**config.mk**
```make
export PLATFORM = sky130hd
export DESIGN_NAME = demux2_stream
export DESIGN_NICKNAME = d
export VERILOG_FILES = /design/src/rtl/demux2_stream_pkg.sv /design/src/rtl/demux2_slot.sv /design/src/rtl/demux2_stream.sv
export SDC_FILE = /design/constraint.sdc
export NUM_CORES = 1
export LEC_CHECK = 0
export BUFFER_PORTS_ARGS = -buffer_cell sky130_fd_sc_hd__buf_2
export CAP_MARGIN = 20
export CORE_MARGIN = 2
export CORE_UTILIZATION = 39
export DETAILED_ROUTE_END_ITERATION = 8
export PLACE_DENSITY = 0.71
export SETUP_SLACK_MARGIN = 0.05
export SLEW_MARGIN = 20
export SYNTH_ARGS = -nofsm -noshare
export SYNTH_HDL_FRONTEND = slang
export SYNTH_SLANG_ARGS = --single-unit
```
**constraint.sdc**
```tcl
create_clock -name i_clk -period 1.3 [get_ports i_clk]
set_input_delay 0.065 -clock i_clk [delete_from_list [all_inputs] [get_ports i_clk]]
set_output_delay 0.065 -clock i_clk [all_outputs]
set_load 0.03 [all_outputs]
```
**src/rtl/demux2_stream_pkg.sv**
```systemverilog
// rtl/demux2_stream_pkg.sv - shared defaults, select encodings and slot state for demux2_stream
package demux2_stream_pkg;

    localparam int DEF_DWIDTH = 8;

    localparam logic SEL_OUT0 = 1'b0;
    localparam logic SEL_OUT1 = 1'b1;

    typedef enum logic {
        SLOT_EMPTY = 1'b0,
        SLOT_FULL  = 1'b1
    } slot_state_t;

endpackage

```
**src/rtl/demux2_slot.sv**
```systemverilog
// rtl/demux2_slot.sv - one-entry output register slot; DEMUX2_CNT_EN adds a drain counter
module demux2_slot
    import demux2_stream_pkg::*;
#(
    parameter int DWIDTH = DEF_DWIDTH
`ifdef DEMUX2_CNT_EN
    ,
    parameter int CNT_WIDTH = 16
`endif
) (
    input  logic              i_clk,
    input  logic              i_rst,
    input  logic              i_load,
    input  logic [DWIDTH-1:0] i_data,
    input  logic              i_ready,
    output logic              o_valid,
    output logic [DWIDTH-1:0] o_data
`ifdef DEMUX2_CNT_EN
    ,
    output logic [CNT_WIDTH-1:0] o_cnt
`endif
);

    slot_state_t       r_state;
    logic [DWIDTH-1:0] r_data;

    // A load into a FULL slot only happens when the consumer drains in the
    // same cycle, so the slot simply takes the new beat and stays FULL.
    always_ff @(posedge i_clk or posedge i_rst) begin
        if (i_rst) begin
            r_state <= SLOT_EMPTY;
            r_data  <= '0;
        end else begin
            case (r_state)
                SLOT_EMPTY: begin
                    if (i_load) begin
                        r_data  <= i_data;
                        r_state <= SLOT_FULL;
                    end
                end
                SLOT_FULL: begin
                    if (i_load) begin
                        r_data <= i_data;
                    end else if (i_ready) begin
                        r_state <= SLOT_EMPTY;
                    end
                end
                default: r_state <= SLOT_EMPTY;
            endcase
        end
    end

    assign o_valid = (r_state == SLOT_FULL);
    assign o_data  = r_data;

`ifdef DEMUX2_CNT_EN
    logic [CNT_WIDTH-1:0] r_cnt;

    always_ff @(posedge i_clk or posedge i_rst) begin
        if (i_rst) begin
            r_cnt <= '0;
        end else if ((r_state == SLOT_FULL) && i_ready) begin
            r_cnt <= r_cnt + 1'b1;
        end
    end

    assign o_cnt = r_cnt;
`endif

endmodule

```
**src/rtl/demux2_stream.sv**
```systemverilog
// rtl/demux2_stream.sv - registered 1-to-2 stream demultiplexer; DEMUX2_CNT_EN adds per-output drain counters
module demux2_stream
    import demux2_stream_pkg::*;
#(
    parameter int DWIDTH = DEF_DWIDTH
`ifdef DEMUX2_CNT_EN
    ,
    parameter int CNT_WIDTH = 16
`endif
) (
    input  logic              i_clk,
    input  logic              i_rst,
    input  logic              i_valid,
    output logic              o_ready,
    input  logic              i_sel,
    input  logic [DWIDTH-1:0] i_data,
    output logic              o_valid0,
    input  logic              i_ready0,
    output logic [DWIDTH-1:0] o_data0,
    output logic              o_valid1,
    input  logic              i_ready1,
    output logic [DWIDTH-1:0] o_data1
`ifdef DEMUX2_CNT_EN
    ,
    output logic [CNT_WIDTH-1:0] o_cnt0,
    output logic [CNT_WIDTH-1:0] o_cnt1
`endif
);

    logic w_room0;
    logic w_room1;
    logic w_load0;
    logic w_load1;

    assign w_room0 = !o_valid0 || i_ready0;
    assign w_room1 = !o_valid1 || i_ready1;
    assign o_ready = (i_sel == SEL_OUT1) ? w_room1 : w_room0;

    // Loads are qualified by i_valid so a don't-care i_sel never reaches a slot.
    assign w_load0 = i_valid && w_room0 && (i_sel == SEL_OUT0);
    assign w_load1 = i_valid && w_room1 && (i_sel == SEL_OUT1);

    demux2_slot #(
        .DWIDTH   (DWIDTH)
`ifdef DEMUX2_CNT_EN
        ,
        .CNT_WIDTH(CNT_WIDTH)
`endif
    ) u_slot0 (
        .i_clk  (i_clk),
        .i_rst  (i_rst),
        .i_load (w_load0),
        .i_data (i_data),
        .i_ready(i_ready0),
        .o_valid(o_valid0),
        .o_data (o_data0)
`ifdef DEMUX2_CNT_EN
        ,
        .o_cnt  (o_cnt0)
`endif
    );

    demux2_slot #(
        .DWIDTH   (DWIDTH)
`ifdef DEMUX2_CNT_EN
        ,
        .CNT_WIDTH(CNT_WIDTH)
`endif
    ) u_slot1 (
        .i_clk  (i_clk),
        .i_rst  (i_rst),
        .i_load (w_load1),
        .i_data (i_data),
        .i_ready(i_ready1),
        .o_valid(o_valid1),
        .o_data (o_data1)
`ifdef DEMUX2_CNT_EN
        ,
        .o_cnt  (o_cnt1)
`endif
    );

endmodule

```
==> reports/results.tsv <==
metric	value	unit
drive_above_1_share	0.724	
fillers	147	
power_frac_comb	0.343	
via_count	517	
core-area	0.00171	sq mm
clockBufferDepth	2	
wirelength	1450	microns
period_share	1.01	
yosysWarningCount	0	
synth-compound-area-share	0.0142	
violations	negative setup slack	
rsz0062_at_grt	yes	
fin_util	0.621	
critPathLaunchType	flip-flop	
crit_buf_inv	1	
swShare	0.332	
routabilityCongestion	0.753	
syn_avg_cell_area	15.7	sq um
gr-usage-all-layers	0.150	
min_path_type	primary input to flip-flop	
grt.met1_usage	0.186	
seqCellArea	453	sq um
clock_latency	0.28	ns
mostFrequentLayoutCells	buf_2 (31), dfrtp_1 (16), mux2_4 (11)	
ys_types	12	
synth_top_family_by_area	multiplexers	
cts_max_level	1	
synth_xor_area_frac	0	
synth.area.mux_share	0.255	
vias_per_cell	4.62	
clkPwrFrac	0.210	
pwr-share-seq	0.447	
syn-num-nets	59	
seq_area_frac_synth	0.637	
grt_overflow_total	0	
worstSetupPathType	flip-flop to flip-flop	
critPathSlowestCell	dfrtp_2	
worstPathRequired	1.47	ns
crit_chain	nand2b_4 -> nor3b_4 -> buf_6 -> mux2_4	
multi_input_area	303	sq um
cp_top_family	flip-flops	
fin_crit	1.31	ns
cap_violations	0	
synthAdderAreaFrac	0	
path_clk_slew	0.10	ns
worstMarginPinSlew	0.292	ns
power.switching	0.000523	W
met2_usage	0.236	
slew_viol_final	0	
ir_drop	984	uV
area_growth_syn_to_layout	50.1	%
power.total	0.00157	W
maxSlewHeadroom	0.805	
met3_usage	0.0353	
wl_per_cell	12.9	microns
route.detailed.drc	0	
place_inst	105	
final_common_cell	buf_2	
portBuffers	32	
slowest_delay	0.44	ns
ys_seq_elements	18	
cts_tree	yes	
setup_slack	-0.0119	ns
hold_violations	0	
p_per_area	1480	mW/mm^2
synthCells	45	
initial_core_util	0.414	
drtAntennaViolNets	0	
intPower	0.00105	W
fp.dieW	46.6	microns
setup_viol	5	
nets	102	
antenna_found_initial	0	
timing.fmax	0.762	GHz
drt_iter0_markers	3	
fp.dieH	46.6	microns
grt_max_degree	12	
placementRows	15	
cp-end-kind	flip-flop	
skew	0.00133	ns
worst-path-max-fanout	5	
grt_pass1_vias	481	
firstDrtPassIters	4	
top_level_ports	33	
cp.arrival	1.49	ns
outcome	finished, violations left	
fin_cells	112	
cts_buffers	3	
root_buffer	clkbuf_4	
cts.sinks	18	
power.leakage	0.536	nW
diodes	0	
synth-simple-area-share	0.0832	
busiest_layer	met2	
grt_pass1_wl	2130	microns
die-area	0.00217	sq mm
synth_area	707	sq um
state kept, by name (all words and copies together) (netlist names):
name	count
u_slot1.o_valid	1
u_slot1.o_data	8
u_slot0.o_valid	1
u_slot0.o_data	8
stage by stage:
stage / instance area (sq um) / hold slack [ns] / setup WS [ns] / setup TNS [ns]
finish: 1060 / 0.0229 / -0.0119 / -0.0358
global route: 1060 / 0.00799 / -0.0572 / -0.389
CTS: 1060 / 0.0147 / -0.0234 / -0.0866
detailed placement: 931 / 0.0254 / -0.00737 / -0.00737
global placement: 931 / 0.0178 / 0.0455 / 0
floorplan: 717 / 0.00343 / -0.0851 / -0.681
cells in the mapped netlist (all sizes together):
cell,count,share of area
nor3b,1,0.027
o21ai,1,0.0071
nand2b,2,0.021
inv,2,0.011
nand2,1,0.0053
mux2,16,0.25
nor2,2,0.021
nor2b,1,0.0089
dfrtp,18,0.64
a21oi,1,0.0071
logic make-up (layout without fill, tap and decap cells):
| group | after synthesis | in the layout |
|---|---|---|
| AOI/OAI and AO/OA | 2 | 2 |
| DFF | 18 | 18 |
| buffers and inverters | 2 | 44 |
| muxes | 16 | 16 |
| and+or+nand+nor | 7 | 7 |
final cells by class:
| class | count | area share |
|---|---|---|
| well taps | 25 | 0.0295 |
| flip-flops and latches | 18 | 0.427 |
| multi-input cells | 25 | 0.285 |
| repair buffers | 38 | 0.217 |
| inverters | 2 | 0.00708 |
| clock buffers | 4 | 0.0342 |
power by group through the flow:
stage          clock [W]  sequential (W)  combinational, W
2_1_floorplan          0        0.000909          0.000129
3_3_place_gp           0        0.000710          0.000476
5_1_grt         0.000366        0.000717          0.000571
6_report        0.000331        0.000705          0.000539
3_5_place_dp           0        0.000713          0.000482
4_1_cts         0.000344        0.000706          0.000540
repair_timing:
action                                 in CTS  in global routing
endpoints found under the hold margin       7                  0
resized for setup                          14                  1
setup endpoints to repair                  11                 15
buffers inserted                            2                  0
hold buffers                                1                  0
pin swaps                                   1                  1
path summary, 6_finish.rpt:
kind / start / end / slack [ns] / cells after the start
setup reg to reg: u_slot0.o_valid / u_slot0.o_data[4] / -0.01 / 4
hold / removal: i_data[3] / u_slot0.o_data[3] / 0.02 / 2
min in group asynchronous: i_rst / u_slot1.o_data[1] / 0.27 / 3
setup / recovery: u_slot0.o_valid / u_slot0.o_data[4] / -0.01 / 4
hold reg to reg: u_slot1.o_data[5] / u_slot1.o_data[5] / 0.51 / 1
max in group asynchronous: i_rst / u_slot1.o_valid / 0.58 / 4
layer usage:
layer	vias to the layer above	part of all wire
met4	0	0.013
met2	22	0.50
li1	239	-
met5	-	0
met3	2	0.064
met1	254	0.42
worst register-to-register path, cell delays in order (launching register included):
cell	delay [ns]
dfrtp_2	0.44
nand2b_4	0.08
nor3b_4	0.23
buf_6	0.16
mux2_4	0.30
Power figures use the tool's default switching activity.
